File: src/rtl/tag_free_list_pkg.sv
// Shared defaults and width helpers for the rename-stage physical tag free list.
// Latency: n/a (package only).
// Backpressure: n/a (package only).
package tag_free_list_pkg;

   localparam int FL_NUM_TAGS      = 128;
   localparam int FL_RESERVED_TAGS = 32;
   localparam int FL_ALLOC_PORTS   = 2;
   localparam int FL_FREE_PORTS    = 2;

   // Bits needed to name one physical tag.
   function automatic int tag_w(input int num_tags);
      return $clog2(num_tags);
   endfunction

   // Occupancy counter width: one extra bit so a completely full list (NUM_TAGS) is representable.
   function automatic int cnt_w(input int num_tags);
      return $clog2(num_tags) + 1;
   endfunction

endpackage

File: src/rtl/tag_free_list_compactor.sv
// Free-port compactor: squeezes the valid returned tags into ascending slots and counts them.
// Latency: purely combinational.
// Backpressure: none; every valid tag is presented, the parent decides whether to accept.
module tag_free_list_compactor #(
   parameter int FREE_PORTS = 2,
   parameter int TW         = 7,
   parameter int FCW        = 2
) (
   input  logic [FREE_PORTS-1:0]    free_valid,
   input  logic [FREE_PORTS*TW-1:0] free_tag,
   output logic [FREE_PORTS*TW-1:0] packed_tag,
   output logic [FCW-1:0]           packed_cnt
);

   // Walk ports lowest first; each valid tag lands in the next unused packed slot.
   always_comb begin
      packed_tag = '0;
      packed_cnt = '0;
      for (int i = 0; i < FREE_PORTS; i++) begin
         if (free_valid[i]) begin
            packed_tag[int'(packed_cnt)*TW +: TW] = free_tag[i*TW +: TW];
            packed_cnt = packed_cnt + FCW'(1);
         end
      end
   end

endmodule

File: src/rtl/tag_free_list.sv
// Circular free list of physical register tags: ALLOC_PORTS tags out, FREE_PORTS tags back per cycle.
// Latency: allocation tags are combinational from the read pointer; frees become allocatable next cycle.
// Backpressure: alloc_ready drops when the request exceeds occupancy (all-or-nothing); overflowing frees are dropped and flagged.
// Optional checkpoint/restore of the read side is built when FREE_LIST_CKPT_EN is defined.
module tag_free_list
   import tag_free_list_pkg::*;
#(
   parameter int NUM_TAGS      = FL_NUM_TAGS,
   parameter int RESERVED_TAGS = FL_RESERVED_TAGS,
   parameter int ALLOC_PORTS   = FL_ALLOC_PORTS,
   parameter int FREE_PORTS    = FL_FREE_PORTS
) (
   input  logic                                  clk,
   input  logic                                  reset,
   input  logic [$clog2(ALLOC_PORTS+1)-1:0]      alloc_num,
   output logic                                  alloc_ready,
   output logic [ALLOC_PORTS*tag_w(NUM_TAGS)-1:0] alloc_tag,
   input  logic [FREE_PORTS-1:0]                 free_valid,
   input  logic [FREE_PORTS*tag_w(NUM_TAGS)-1:0] free_tag,
   output logic [cnt_w(NUM_TAGS)-1:0]            num_items,
   output logic [cnt_w(NUM_TAGS)-1:0]            freespace,
   output logic                                  overflow_err
`ifdef FREE_LIST_CKPT_EN
   ,
   input  logic                                  ckpt_save,
   input  logic                                  ckpt_restore
`endif
);

   localparam int TW   = tag_w(NUM_TAGS);
   localparam int CW   = cnt_w(NUM_TAGS);
   localparam int XW   = CW + 1;
   localparam int FCW  = $clog2(FREE_PORTS + 1);
   localparam int AW   = $clog2(ALLOC_PORTS + 1);
   localparam int INIT = NUM_TAGS - RESERVED_TAGS;

   logic [TW-1:0] mem_q [NUM_TAGS];
   logic [TW-1:0] mem_d [NUM_TAGS];
   logic [TW-1:0] rd_ptr_q, rd_ptr_d;
   logic [TW-1:0] wr_ptr_q, wr_ptr_d;
   logic [CW-1:0] count_q, count_d;
   logic          ovf_q, ovf_d;

   logic [FREE_PORTS*TW-1:0] packed_tag;
   logic [FCW-1:0]           packed_cnt;
   logic [AW-1:0]            alloc_k;
   logic [XW-1:0]            base_cnt;
   logic [XW-1:0]            next_cnt;
   logic                     restore_w;
   logic [CW-1:0]            restore_add;

`ifdef FREE_LIST_CKPT_EN
   logic [TW-1:0] ckpt_ptr_q, ckpt_ptr_d;
   logic [CW-1:0] since_q, since_d;
   assign restore_w   = ckpt_restore;
   assign restore_add = ckpt_restore ? since_q : '0;
`else
   assign restore_w   = 1'b0;
   assign restore_add = '0;
`endif

   tag_free_list_compactor #(
      .FREE_PORTS (FREE_PORTS),
      .TW         (TW),
      .FCW        (FCW)
   ) u_compactor (
      .free_valid (free_valid),
      .free_tag   (free_tag),
      .packed_tag (packed_tag),
      .packed_cnt (packed_cnt)
   );

   assign num_items    = count_q;
   assign freespace    = CW'(NUM_TAGS) - count_q;
   assign overflow_err = ovf_q;

   // Read ports and grant: tags come straight from the head; a restore cycle never grants.
   always_comb begin
      alloc_tag   = '0;
      alloc_ready = !restore_w && (CW'(alloc_num) <= count_q);
      alloc_k     = alloc_ready ? alloc_num : '0;
      for (int i = 0; i < ALLOC_PORTS; i++) begin
         alloc_tag[i*TW +: TW] = mem_q[rd_ptr_q + TW'(i)];
      end
   end

   // Next state: pop the head, reinstate restored tags, then append frees unless they would overflow.
   always_comb begin
      mem_d    = mem_q;
      wr_ptr_d = wr_ptr_q;
      ovf_d    = ovf_q;
      rd_ptr_d = rd_ptr_q + TW'(alloc_k);
      base_cnt = XW'(count_q) + XW'(restore_add) - XW'(alloc_k);
      next_cnt = base_cnt + XW'(packed_cnt);
      count_d  = CW'(base_cnt);
      if (next_cnt <= XW'(NUM_TAGS)) begin
         count_d  = CW'(next_cnt);
         wr_ptr_d = wr_ptr_q + TW'(packed_cnt);
         for (int j = 0; j < FREE_PORTS; j++) begin
            if (FCW'(j) < packed_cnt) begin
               mem_d[wr_ptr_q + TW'(j)] = packed_tag[j*TW +: TW];
            end
         end
      end else begin
         // Whole free batch is dropped; the error stays up until reset.
         ovf_d = 1'b1;
      end
`ifdef FREE_LIST_CKPT_EN
      ckpt_ptr_d = ckpt_ptr_q;
      since_d    = since_q + CW'(alloc_k);
      if (ckpt_restore) begin
         rd_ptr_d = ckpt_ptr_q;
         since_d  = '0;
      end else if (ckpt_save) begin
         ckpt_ptr_d = rd_ptr_d;
         since_d    = '0;
      end
`endif
   end

   // State registers; reset refills the list with every non-architectural tag in ascending order.
   always_ff @(posedge clk or posedge reset) begin
      if (reset) begin
         for (int i = 0; i < NUM_TAGS; i++) begin
            mem_q[i] <= (i < INIT) ? TW'(RESERVED_TAGS + i) : '0;
         end
         rd_ptr_q <= '0;
         wr_ptr_q <= TW'(INIT);
         count_q  <= CW'(INIT);
         ovf_q    <= 1'b0;
`ifdef FREE_LIST_CKPT_EN
         ckpt_ptr_q <= '0;
         since_q    <= '0;
`endif
      end else begin
         mem_q    <= mem_d;
         rd_ptr_q <= rd_ptr_d;
         wr_ptr_q <= wr_ptr_d;
         count_q  <= count_d;
         ovf_q    <= ovf_d;
`ifdef FREE_LIST_CKPT_EN
         ckpt_ptr_q <= ckpt_ptr_d;
         since_q    <= since_d;
`endif
      end
   end

endmodule

File: config.mk
export PLATFORM = sky130hd
export DESIGN_NAME = tag_free_list
export DESIGN_NICKNAME = d
export VERILOG_FILES = /design/src/rtl/tag_free_list_pkg.sv /design/src/rtl/tag_free_list_compactor.sv /design/src/rtl/tag_free_list.sv
export SDC_FILE = /design/constraint.sdc
export NUM_CORES = 2
export LEC_CHECK = 0
export ABC_CLOCK_PERIOD_IN_PS = 34100
export CAP_MARGIN = 40
export CORE_ASPECT_RATIO = 2
export CORE_MARGIN = 4
export CORE_UTILIZATION = 50
export CTS_CLUSTER_DIAMETER = 30
export DETAILED_ROUTE_END_ITERATION = 12
export GPL_TIMING_DRIVEN = 0
export PLACE_DENSITY_LB_ADDON = 0.15
export SYNTH_ARGS = -nofsm -noshare
export SYNTH_HDL_FRONTEND = slang
export SYNTH_HIERARCHICAL = 1
export SYNTH_SLANG_ARGS = --single-unit
File: constraint.sdc
create_clock -name clk -period 34.1 [get_ports clk]
set_input_delay 5.115 -clock clk [delete_from_list [all_inputs] [get_ports clk]]
set_output_delay 5.115 -clock clk [all_outputs]
set_load 0.02 [all_outputs]
==> results.toml, run 1 <==
[synth]
syn_area_um2 = 62600
synth_cell_types = 78
yosysSeqAreaShare_pct = 37.5
synth_cells = 5055
ys_seq_elements = 919
ys_warn_count = 6
synthArstFlopShare_pct = 100
synth_edf_count = 0
synth_area_per_cell_um2 = 12.4
synthFlopType = "dfrtp_1"
synth_nets = 5093

[place]
place_congestion = 1.27
io_buffers = 51
dp_cells = 7037
hpwlAfterDp_mm = 346
post-place-ws_ns = 21.76
placed_cell_area_um2 = 69000

[global_route]
grt_max_degree = 127
track_usage_pct = 79.0
overflow = 2425
grt_pass1_vias = 77400
grt_pass1_wl_mm = 752

[die]
die_h_um = 508
pin_count = 52
initial_core_util_pct = 50.3
rows = 183
die_w_um = 258

[clock_network]
htreeDepth = 4
cts_made_buffers = 154
ctsHoldBuffers = 0
cts_resized = 0
post-cts-setup-buffer-count = 0
clockRootBuffer = "clkbuf_16"
clock_tree.buffer_depth = 3
cts.sinks = 919

[run_status]
haltStage = "global routing"
firstError = "[ERROR GRT-0116] Global routing finished with congestion. Check the congestion regions in the DRC Viewer."
outcome = "stopped before the end"
logic make-up after synthesis:
logic type | synth area share, %
adder cells (fa/ha/maj) | 0.408
multiplexers | 20.3
XOR/XNOR | 0.460
buffers and inverters | 4.26
flip-flops | 37.5
AND/OR/NAND/NOR | 5.00
AO/OA/AOI/OAI | 32.1
routing by layer:
| metal | global-route usage (%) | GRT overflow |
|---|---|---|
| met1 | 75.8 | 32 |
| met2 | 96.3 | 1495 |
| met3 | 63.9 | 62 |
| met4 | 83.2 | 830 |
| met5 | 34.2 | 6 |
Yosys cell counts, drive strengths merged, types with 4 or more instances:
master   instances  area [µm²]
a32oi           16         140
a22o            74         656
o21ai           65         329
and3            27         170
a221oi          22         193
mux4           504       11400
and2            13        81.3
nand2          339        1270
mux2i          102        1020
o22ai          800        5020
nand4            4        25.0
nor4            10        98.8
a2bb2oi        689        9070
o22a            14         123
fa               4        80.1
a22oi           78         586
a221o           21         210
dfrtp          547       13700
nand3           47         235
nor3            32         176
a21oi           92         460
o31a             4        35.0
nor2b           35         226
mux2            31         349
xnor2           19         174
nand3b           5        37.5
or2              9        56.3
o221ai          24         210
o32ai            7        61.3
buf            240        1260
xor2            13         114
inv             51         191
a211oi         124        2030
o2bb2ai         56         490
dfstp          372        9770
nand2b          20         125
a21o             5        37.5
clkbuf         323        1210
ha              14         175
a31oi           46         288
or3             14        97.6
nor2           121         457
metrics by stage:
step	hold WS, ns	TNS (ns)
4_1_cts	0.486	0
3_5_place_dp	0.479	0
2_1_floorplan	0.456	0
3_3_place_gp	0.462	-4540.89
==> run 2: changes to the inputs <==
CORE_ASPECT_RATIO = not set   (was 2)
CORE_UTILIZATION = 35   (was 50)
CTS_CLUSTER_DIAMETER = not set   (was 30)
==> run 2 against run 1 <==
The run now ends clean. Synthesized area unchanged. Synthesized cell count unchanged.
==> results.toml, run 2 <==
[run_status]
outcome = "finished clean"

[timing]
drv_slew = 0
clock.fmax_mhz = 77.3
slew_headroom_pct = 12.4
fin_setup_tns_ns = 0
finalCriticalPeriod_ns = 12.94
rsz0062_at_grt = "false"
skew_ns = 0.0488
period_share_pct = 37.9
setup_viol = 0
hold_viol_final = 0
max_slew.worst_pin.slew_ns = 1.31

[power]
power.density_nw_per_um2 = 119
irDropWorstVdd_v = 0.0000673
power.leakage_nw = 27.3

[clock_network]
cts_made_buffers = 114
cts_tree = "yes"
clock_tree.buffer_depth = 3
post-cts-setup-buffer-count = 0
clockRootBuffer = "clkbuf_16"
htreeDepth = 3
cts.sinks = 919
ctsHoldBuffers = 0
cts_resized = 0
clock_latency_ns = 0.84
cts.clk_slew.worst_paths_ns = 0.06

[global_route]
grt_max_degree = 116
track_usage_pct = 43.7
antenna_found_initial = 38
overflow = 0
grt_pass1_vias = 57500
grt_pass1_wl_mm = 547

[worst_setup_path]
r2r_end = "mem_q[834]"
critPathKind = "flop to primary output"
rrSetupSlack_ns = 26.90
reg2reg_depth = 20
critPathMaxFanout = 11
cp.required_ns = 28.98
crit_end = "alloc_tag[5]"
worstSetupEndpointType = "primary output"
crit_start = "rd_ptr_q[0]"
startpoint_type = "flop"
arrival_ns = 7.82
rr_startpoint = "num_items[2]"

[route]
drtPass1Iterations = 9
drt_wl_total_mm = 416
num_vias = 61400
postRouteAntennaNets = 0
drt_iter0_markers = 10600
drc = 0
vias_per_cell = 7.75
routedWlPerCell_um = 52.5

[synth]
synthFlopType = "dfrtp_1"
synth_nets = 5093
synth.area.top_cells = "dfrtp_1, mux4_2, dfstp_2, a2bb2oi_2, o22ai_1"
synth_area_per_cell_um2 = 12.4
synth_edf_count = 0
synth_cells = 5055
synthArstFlopShare_pct = 100
ys_warn_count = 6
yosysMostFrequentCell = "o22ai_1"
ys_top_cells_by_count = "o22ai_1, dfrtp_1, mux4_2"
yosysSeqAreaShare_pct = 37.5
ys_seq_elements = 919
syn_area_um2 = 62600
synth_top_area_share_pct = 21.9
synth_cell_types = 78
synth_largest_area_cell = "dfrtp_1"

[final_layout]
nets = 5469
largest_register_ffs = 896
utilization_pct = 41.4
mostFrequentLayoutCells = "o22ai_1, dfrtp_1, mux4_2"
drive_gt1_share_pct = 39.6
synthToLayoutAreaGrowth_pct = 16.9
regMostFlops = "mem_q"
final_common_cell = "o22ai_1"

[place]
io_buffers = 51
hpwlAfterDp_mm = 316
place_congestion = 1.12

[die]
initial_core_util_pct = 35.4
die_w_um = 431
pin_count = 52
core_um2 = 177000
rows = 154
dieArea_um2 = 186000
die_h_um = 431

[min_path]
whs_path_depth = 1
min_path_type = "flop to flop"
worstHoldStart = "overflow_err"

[job]
maxCapViolCount = 0
-- run 2: cell counts after synthesis --
No cell type changed its count.
-- run 2: metal layers --
| layer | track usage (%) | share of wire, % | vias up |
|---|---|---|---|
| met2 | 57.9 | 39 | 5878 |
| met5 | 0.833 | 0.066 | - |
| met1 | 53.6 | 36 | 32100 |
| li1 | - | - | 21700 |
| met3 | 21.6 | 15 | 1597 |
| met4 | 33.6 | 9.8 | 21 |
-- run 2: final cells by class --
class | count | area, µm²
Antenna cell | 43 | 108
Buffer | 563 | 2550
Clock buffer | 175 | 3410
Clock inverter | 42 | 543
Fill cell | 16900 | 104000
Inverter | 51 | 199
Multi-Input combinational cell | 3522 | 36500
Sequential cell | 919 | 23500
Tap cell | 2340 | 2930
Timing Repair Buffer | 260 | 3430
-- run 2: cells by family after synthesis --
group / share of synthesized area [%]
AO/OA/AOI/OAI: 32.1
flip-flops: 37.5
AND/OR/NAND/NOR: 5.00
multiplexers: 20.3
buffers and inverters: 4.26
XOR/XNOR: 0.460
adder cells (fa/ha/maj): 0.408
-- run 2: worst min path at each step --
stage	end	slack [ns]
4_1_cts	mem_q[698]	0.49
3_3_place_gp	overflow_err	0.46
6_report	overflow_err	0.47
3_5_place_dp	mem_q[698]	0.47
5_1_grt	mem_q[624]	0.51
2_1_floorplan	mem_q[698]	0.46
-- run 2: worst max-delay path, cell delays in order, from the launching register on --
cell and delay (ns):
dfrtp_1 0.46, buf_2 0.24, buf_2 0.51, buf_2 0.65
buf_2 0.79, buf_2 0.65, buf_2 0.85, mux2i_1 0.69
a221oi_1 0.31, a32oi_1 0.58, o221ai_1 0.46, clkdlybuf4s50_1 0.70
-- run 2: power breakdown --
part	internal, mW	switching (mW)
Combinational	1.87	3.52
Clock	0.771	0.569
Sequential	1.57	0.432
Total	4.20	4.52
-- run 2: per-stage QoR --
step,cell area (µm²),setup WS (ns),total power [mW],cells,hold WS [ns]
floorplan,62600,3.76,4.54,5055,0.456
global placement,66000,-10.90,6.77,7446,0.462
detailed placement,69000,22.10,6.98,7647,0.474
CTS,72900,21.69,8.33,7864,0.485
global route,73100,21.56,8.66,7882,0.515
finish,73200,21.16,8.72,7915,0.475
No activity file was read; power rests on OpenSTA's default activity.
